===== src/rtl/uart_rx_fifo.sv =====
// Receive-side byte FIFO behind the UART receiver: edge-detects data-valid, buffers bytes, FWFT ready/valid output.
// Optional almost-full output enabled by defining UART_RX_FIFO_AFULL_EN.
module uart_rx_fifo #(
  parameter int DATA_WIDTH   = 8,
  parameter int DEPTH        = 16,
  parameter int AFULL_THRESH = 12
) (
  input  logic                     clk_i,
  input  logic                     rst_ni,
  input  logic [DATA_WIDTH-1:0]    rx_data_i,
  input  logic                     rx_data_valid_i,
  input  logic                     rx_err_i,
  output logic [DATA_WIDTH-1:0]    m_data_o,
  output logic                     m_valid_o,
  input  logic                     m_ready_i,
  output logic [$clog2(DEPTH):0]   count_o,
  output logic                     full_o,
  output logic                     empty_o,
  output logic                     overflow_o,
  input  logic                     clear_overflow_i
`ifdef UART_RX_FIFO_AFULL_EN
  ,
  output logic                     almost_full_o
`endif
);

  localparam int AW = $clog2(DEPTH);
  localparam logic [AW:0] DEPTH_C = DEPTH[AW:0];
  localparam logic [AW:0] AFULL_C = AFULL_THRESH[AW:0];

  // Reject configurations the pointer wrap and threshold compare cannot support.
  if (DEPTH < 2 || (DEPTH & (DEPTH - 1)) != 0) begin : g_bad_depth
    $error("uart_rx_fifo: DEPTH must be a power of two >= 2");
  end
  if (AFULL_THRESH < 1 || AFULL_THRESH > DEPTH || AFULL_C == '0) begin : g_bad_thresh
    $error("uart_rx_fifo: AFULL_THRESH must be in 1..DEPTH");
  end

  logic [DATA_WIDTH-1:0] mem [DEPTH];
  logic [AW-1:0]         rd_ptr;
  logic [AW-1:0]         wr_ptr;
  logic                  valid_q;
  logic                  wr_stb;
  logic                  push;
  logic                  pop;
  logic                  drop;

  assign full_o    = (count_o == DEPTH_C);
  assign empty_o   = (count_o == '0);
  assign m_valid_o = ~empty_o;
  assign m_data_o  = mem[rd_ptr];

  assign wr_stb = rx_data_valid_i & ~valid_q & ~rx_err_i;
  assign pop    = m_valid_o & m_ready_i;
  // A simultaneous pop frees the slot, so a full FIFO can still accept the byte.
  assign push   = wr_stb & (~full_o | pop);
  assign drop   = wr_stb & full_o & ~pop;

`ifdef UART_RX_FIFO_AFULL_EN
  assign almost_full_o = (count_o >= AFULL_C);
`endif

  // Storage is not reset; contents are qualified by count/m_valid_o.
  always_ff @(posedge clk_i) begin
    if (push) begin
      mem[wr_ptr] <= rx_data_i;
    end
  end

  // valid_q resets high so a level still asserted after reset is not taken as a new frame.
  always_ff @(posedge clk_i or negedge rst_ni) begin
    if (!rst_ni) begin
      rd_ptr     <= '0;
      wr_ptr     <= '0;
      count_o    <= '0;
      valid_q    <= 1'b1;
      overflow_o <= 1'b0;
    end else begin
      valid_q <= rx_data_valid_i;
      if (push) begin
        wr_ptr <= wr_ptr + 1'b1;
      end
      if (pop) begin
        rd_ptr <= rd_ptr + 1'b1;
      end
      if (push && !pop) begin
        count_o <= count_o + 1'b1;
      end else if (pop && !push) begin
        count_o <= count_o - 1'b1;
      end
      if (drop) begin
        overflow_o <= 1'b1;
      end else if (clear_overflow_i) begin
        overflow_o <= 1'b0;
      end
    end
  end

endmodule


===== config.mk =====
export PLATFORM = sky130hd
export DESIGN_NAME = uart_rx_fifo
export DESIGN_NICKNAME = d
export VERILOG_FILES = /design/src/rtl/uart_rx_fifo.sv
export SDC_FILE = /design/constraint.sdc
export NUM_CORES = 1
export LEC_CHECK = 0
export CORE_UTILIZATION = 40
export CTS_CLUSTER_DIAMETER = 60
export DETAILED_ROUTE_END_ITERATION = 8
export GPL_ROUTABILITY_DRIVEN = 1
export PLACE_DENSITY = 0.69
export SLEW_MARGIN = 30
export SYNTH_ARGS = -nofsm -noshare
export SYNTH_HDL_FRONTEND = slang
export SYNTH_SLANG_ARGS = --single-unit
export TNS_END_PERCENT = 5

===== constraint.sdc =====
create_clock -name clk_i -period 5.4 [get_ports clk_i]
set_input_delay 0.81 -clock clk_i [delete_from_list [all_inputs] [get_ports clk_i]]
set_output_delay 0.81 -clock clk_i [all_outputs]
set_load 0.05 [all_outputs]

Word-level counts from Yosys, hierarchy flattened. Memory sizes are Yosys's and may differ from the RTL's. Index checks and enable logic that the tools add are counted.

Register bits after elaboration: 15. Latch bits: 0. Bits in writable memories: 128. Bits in read-only memories: 0. Input port bits: 14. Output and inout bits: 17. Word-level logic and storage cells: 36. Memories kept: 1.

$add $sub $neg: 4. Multiply operators: 0. Divide/modulo/power cells: 0. Magnitude comparators: 0. Equality and inequality tests: 1. Shift-type cells: 0. Mux-type cells: 6. Bitwise gates (word level): 12. Reductions and logical operators: 7.

Memories: mem (depth 16, width 8, read ports 1, clocked after Yosys merged registers in 0, write ports 1, line 39) `logic [DATA_WIDTH-1:0] mem [DEPTH];`.

Operator list (number): $mux 5 (2); $add 4x1->4 const B (2); $and 1x1->1 (6); $add 5x1->5 const B (1); $eq 5x5->1 const B (1); $logic_not 5->1 (1); $not 1->1 (5); $sub 5x1->5 const B (1); $mux 1 (4); $reduce_bool 2->1 (2); $logic_and 1x1->1 (2); $logic_not 1->1 (2); $or 1x1->1 (1).

Depth between registers and ports, before layout.
Word-level depth: 9. Mapped depth: 10. Mapped depth without buffers: 10.

Least setup slack after synthesis. OpenSTA, ideal clock, no wires.

Path kind: register to register. Start point: reg count_o[1]. End point: reg count_o[4]. Library setup time: 145 ps. Arrival time: 2996 ps. Data required time: 5255 ps. Slack: 2259 ps. Cell stages (with the launch flop): 11. Buffers on the path: 0. Period minus slack after synthesis: 3141 ps. Cell sequence: dfrtp_1 -> nor4_4 -> nand2b_1 -> nand2_1 -> ha_1 -> inv_1 -> fa_1 -> a21o_1 -> a21oi_1 -> mux2i_1 -> xnor2_1.

Cells in the longest elaborated chain, start to end: 8. Elaborated cells on any way between the ends: 16. Those cells by class: 2 x add/sub; 1 x eq/ne; 2 x mux; 5 x bitwise; 6 x reduce/logical.

RTL lines: start: declaration (line 16) `output logic [$clog2(DEPTH):0] count_o,`; start signal: assignment (line 87) `count_o <= count_o + 1'b1;`; start signal: assignment (line 89) `count_o <= count_o - 1'b1;`; $logic_not 5->1 * (line 49) `assign empty_o = (count_o == '0);`; $not 1->1 * (line 50) `assign m_valid_o = ~empty_o;`; named net m_valid_o (line 14) `output logic m_valid_o,`; $and 1x1->1 * (line 54) `assign pop = m_valid_o & m_ready_i;`; $or 1x1->1 (line 56) `assign push = wr_stb & (~full_o | pop);`; $and 1x1->1 (line 56); $logic_not 1->1 (line 88) `end else if (pop && !push) begin`; $logic_and 1x1->1 (line 88); $reduce_bool 2->1 (no line).

The timed path passes the listed nets; every way through them passes the cells marked *. The select of a mux whose other input is x is not followed. A chain may end at the register's enable or synchronous reset.

Worst setup path after layout.
Start point: reg rd_ptr[1]. End point: out m_data_o[7].

Cells in the longest elaborated chain, start to end: 1.

RTL lines: start: declaration (line 40) `logic [AW-1:0] rd_ptr;`; start signal: assignment (line 84) `rd_ptr <= rd_ptr + 1'b1;`; $mem_v2 16x8; end: declaration (line 13) `output logic [DATA_WIDTH-1:0] m_data_o,`.

No other way between the ends.

==> flow_summary.json <==
{
  "hpwl_um": 7150,
  "grt_pass1_vias": 2959,
  "synth.distinct_cells": 37,
  "die_area_mm2": 0.0152,
  "clock_path_buffers": 2,
  "tightest_slew_ps": 885,
  "holdCritPathClass": "reg -> reg",
  "start_util": 0.416,
  "async_flop_share": 0.105,
  "power.density_mw_per_mm2": 566,
  "track_usage": 0.165,
  "p_leak_nw": 2.40,
  "fmax_mhz": 244,
  "cts_tree": "yes",
  "rr_startpoint": "count_o[1]",
  "die_y_um": 123,
  "cpPeakStageDelay_ps": 800,
  "seq_area_frac_synth": 0.716,
  "first_pass_iters": 5,
  "rr_worst_depth": 10,
  "drt-total-wl_um": 11300,
  "drv_cap": 0,
  "setup_violations": 0,
  "diodes": 0,
  "core_area_mm2": 0.0141,
  "gp_congestion": 0.810,
  "synthFlopType": "edfxtp_1",
  "cts_root_buffer": "clkbuf_16",
  "ys_ff_latch": 143,
  "yosys-top-cells-area": "edfxtp_1, mux4_2, dfrtp_1",
  "hold_viol": 0,
  "syn2layout_area_growth_pct": 17.8,
  "critPathKind": "reg -> out",
  "seq_area_mm2": 0.00422,
  "layout_common_cells": "edfxtp_1, mux2i_1, clkdlybuf4s50_1",
  "outcome": "complete, no violations",
  "grt_max_degree": 52,
  "cts-resized-gates": 0,
  "rows": 43,
  "critPathBufInv": 1,
  "synth_edf_count": 128,
  "min_period_ps": 4090,
  "synth_top_area_frac": 0.652,
  "finalCritPeriodShare": 0.758,
  "worstHoldPathCells": 2,
  "yosysTopAreaCell": "edfxtp_1",
  "rsz0062_at_grt": "no",
  "layout.nets": 386,
  "hp-start": "overflow_o",
  "dp_cells": 523,
  "cts_setup_buffers": 0,
  "syn-instance-count": 326,
  "synth_nets": 350,
  "vdd_drop_max_uv": 318,
  "cp_top_family": "buffers and inverters",
  "postCtsHoldBufs": 0,
  "synth_area_mm2": 0.00589,
  "slew_violations": 0,
  "clkTransAtPathRegs_ps": 60,
  "clock_skew_ps": 8.42,
  "num_vias": 2995,
  "cpMaxStageDelayCell": "clkdlybuf4s50_1",
  "timing.critical_path.cells": "and2_1, a221oi_1, a22oi_1, nand2_1, clkdlybuf4s50_1",
  "ys_warn_count": 0,
  "port_buffers": 30,
  "cp-end-kind": "output port",
  "antenna_found_initial": 0,
  "clock_latency_ps": 420,
  "grt-ovfl-total": 0,
  "start_kind": "flip-flop",
  "cp.required_ps": 4590,
  "crit_arrival_ps": 3280,
  "reg2reg_slack_ps": 2600,
  "reg2reg_to": "count_o[4]",
  "ios": 31,
  "cts_num_sinks": 143,
  "ant_nets": 0,
  "wl_per_cell_um": 20.4,
  "cts_inserted_buffers": 17,
  "stdcell_count": 555,
  "slew_headroom": 0.408,
  "htreeDepth": 4,
  "drc_errors": 0,
  "synth_area_per_cell_um2": 18.1,
  "cp_max_fo": 20,
  "n_fill_cell": 1130,
  "die_w_um": 123,
  "drtIter0Drc": 265,
  "via_per_inst": 5.40,
  "final_common_cell": "edfxtp_1",
  "fin_setup_tns_ps": 0,
  "min_to": "overflow_o",
  "grt_pass1_wl_um": 17700,
  "multi_input_area_mm2": 0.00152,
  "drive_above_1_share": 0.160
}
worst reg2reg max path, cell delays in order, from the launching register on:
cell	delay, ps
dfrtp_1	450
nor4_4	380
nand2b_1	220
nand2_1	200
ha_1	190
inv_1	110
fa_1	430
a21o_1	180
a21oi_1	190
mux2i_1	240
xnor2_1	130
cells in the mapped netlist (2+ instances only):
library cell and number:
edfxtp_1 128, mux2i_1 33, mux4_2 16, a221oi_1 15, and2_1 14, dfrtp_1 14, nand2_1 14, inv_1 11
o21ai_0 11, ha_1 9, xnor2_1 9, a22oi_1 8, nor2_1 6, buf_6 5, buf_4 4, clkbuf_1 4
a21o_1 2, a21oi_1 2, mux2_2 2, nand4_1 2
worst max-delay path by stage:
stage / depth (start not counted) / to / start / slack, ps
floorplan: 10 / count_o[4] / count_o[1] / 2260
global placement: 10 / count_o[4] / rx_data_valid_i / 1860
CTS: 5 / m_data_o[7] / rd_ptr[1] / 1290
global route: 5 / m_data_o[2] / rd_ptr[1] / 1150
finish: 5 / m_data_o[7] / rd_ptr[1] / 1310
detailed placement: 10 / count_o[4] / rx_data_valid_i / 1810
area by class of cell:
type | instances | share of cell area
Multi-Input combinational cell | 157 | 0.218
Inverter | 11 | 0.00595
Clock inverter | 15 | 0.0265
Timing Repair Buffer | 32 | 0.0472
Sequential cell | 143 | 0.608
Clock buffer | 17 | 0.0613
Tap cell | 180 | 0.0324
state kept, by name, summed over array words and instances (netlist names):
name	count
valid_q	1
overflow_o	1
rd_ptr	4
mem	128
wr_ptr	4
count_o	5
through the flow:
step           setup WS, ps  instance area [um2]  hold slack (ps)  utilization  power, mW
2_1_floorplan          2260                 5890              514            -       2.41
3_3_place_gp           1860                 6330              520        0.448       2.74
3_5_place_dp           1810                 6330              526        0.448       2.76
5_1_grt                1150                 6940              565        0.491       4.10
6_report               1310                 6940              527        0.491       3.93
4_1_cts                1290                 6940              536        0.491       3.95
kinds of logic (layout without fill, tap and decap cells):
logic type | Yosys count | after routing | synth area share
compound gates | 41 | 41 | 0.0533
xor+xnor | 10 | 10 | 0.0149
fa+ha+maj | 10 | 10 | 0.0225
buf+inv | 26 | 75 | 0.0263
flops | 143 | 143 | 0.716
mux | 51 | 51 | 0.121
simple gates | 45 | 45 | 0.0457
report_power, final:
part | switching (mW) | internal (mW) | leakage [nW]
sequential | 0.121 | 1.28 | 1.33
clock | 0.457 | 0.732 | 0.298
combinational | 0.802 | 0.537 | 0.771
total | 1.38 | 2.55 | 2.40
routing by layer:
metal  global-route usage  part of all wire  up-vias
met3               0.0447             0.053       15
met2                0.257              0.49       95
met5                    0                 0        -
li1                     -                 -     1361
met1                0.223              0.44     1524
met4               0.0602             0.014        0
No activity file was read; power rests on OpenSTA's default activity.
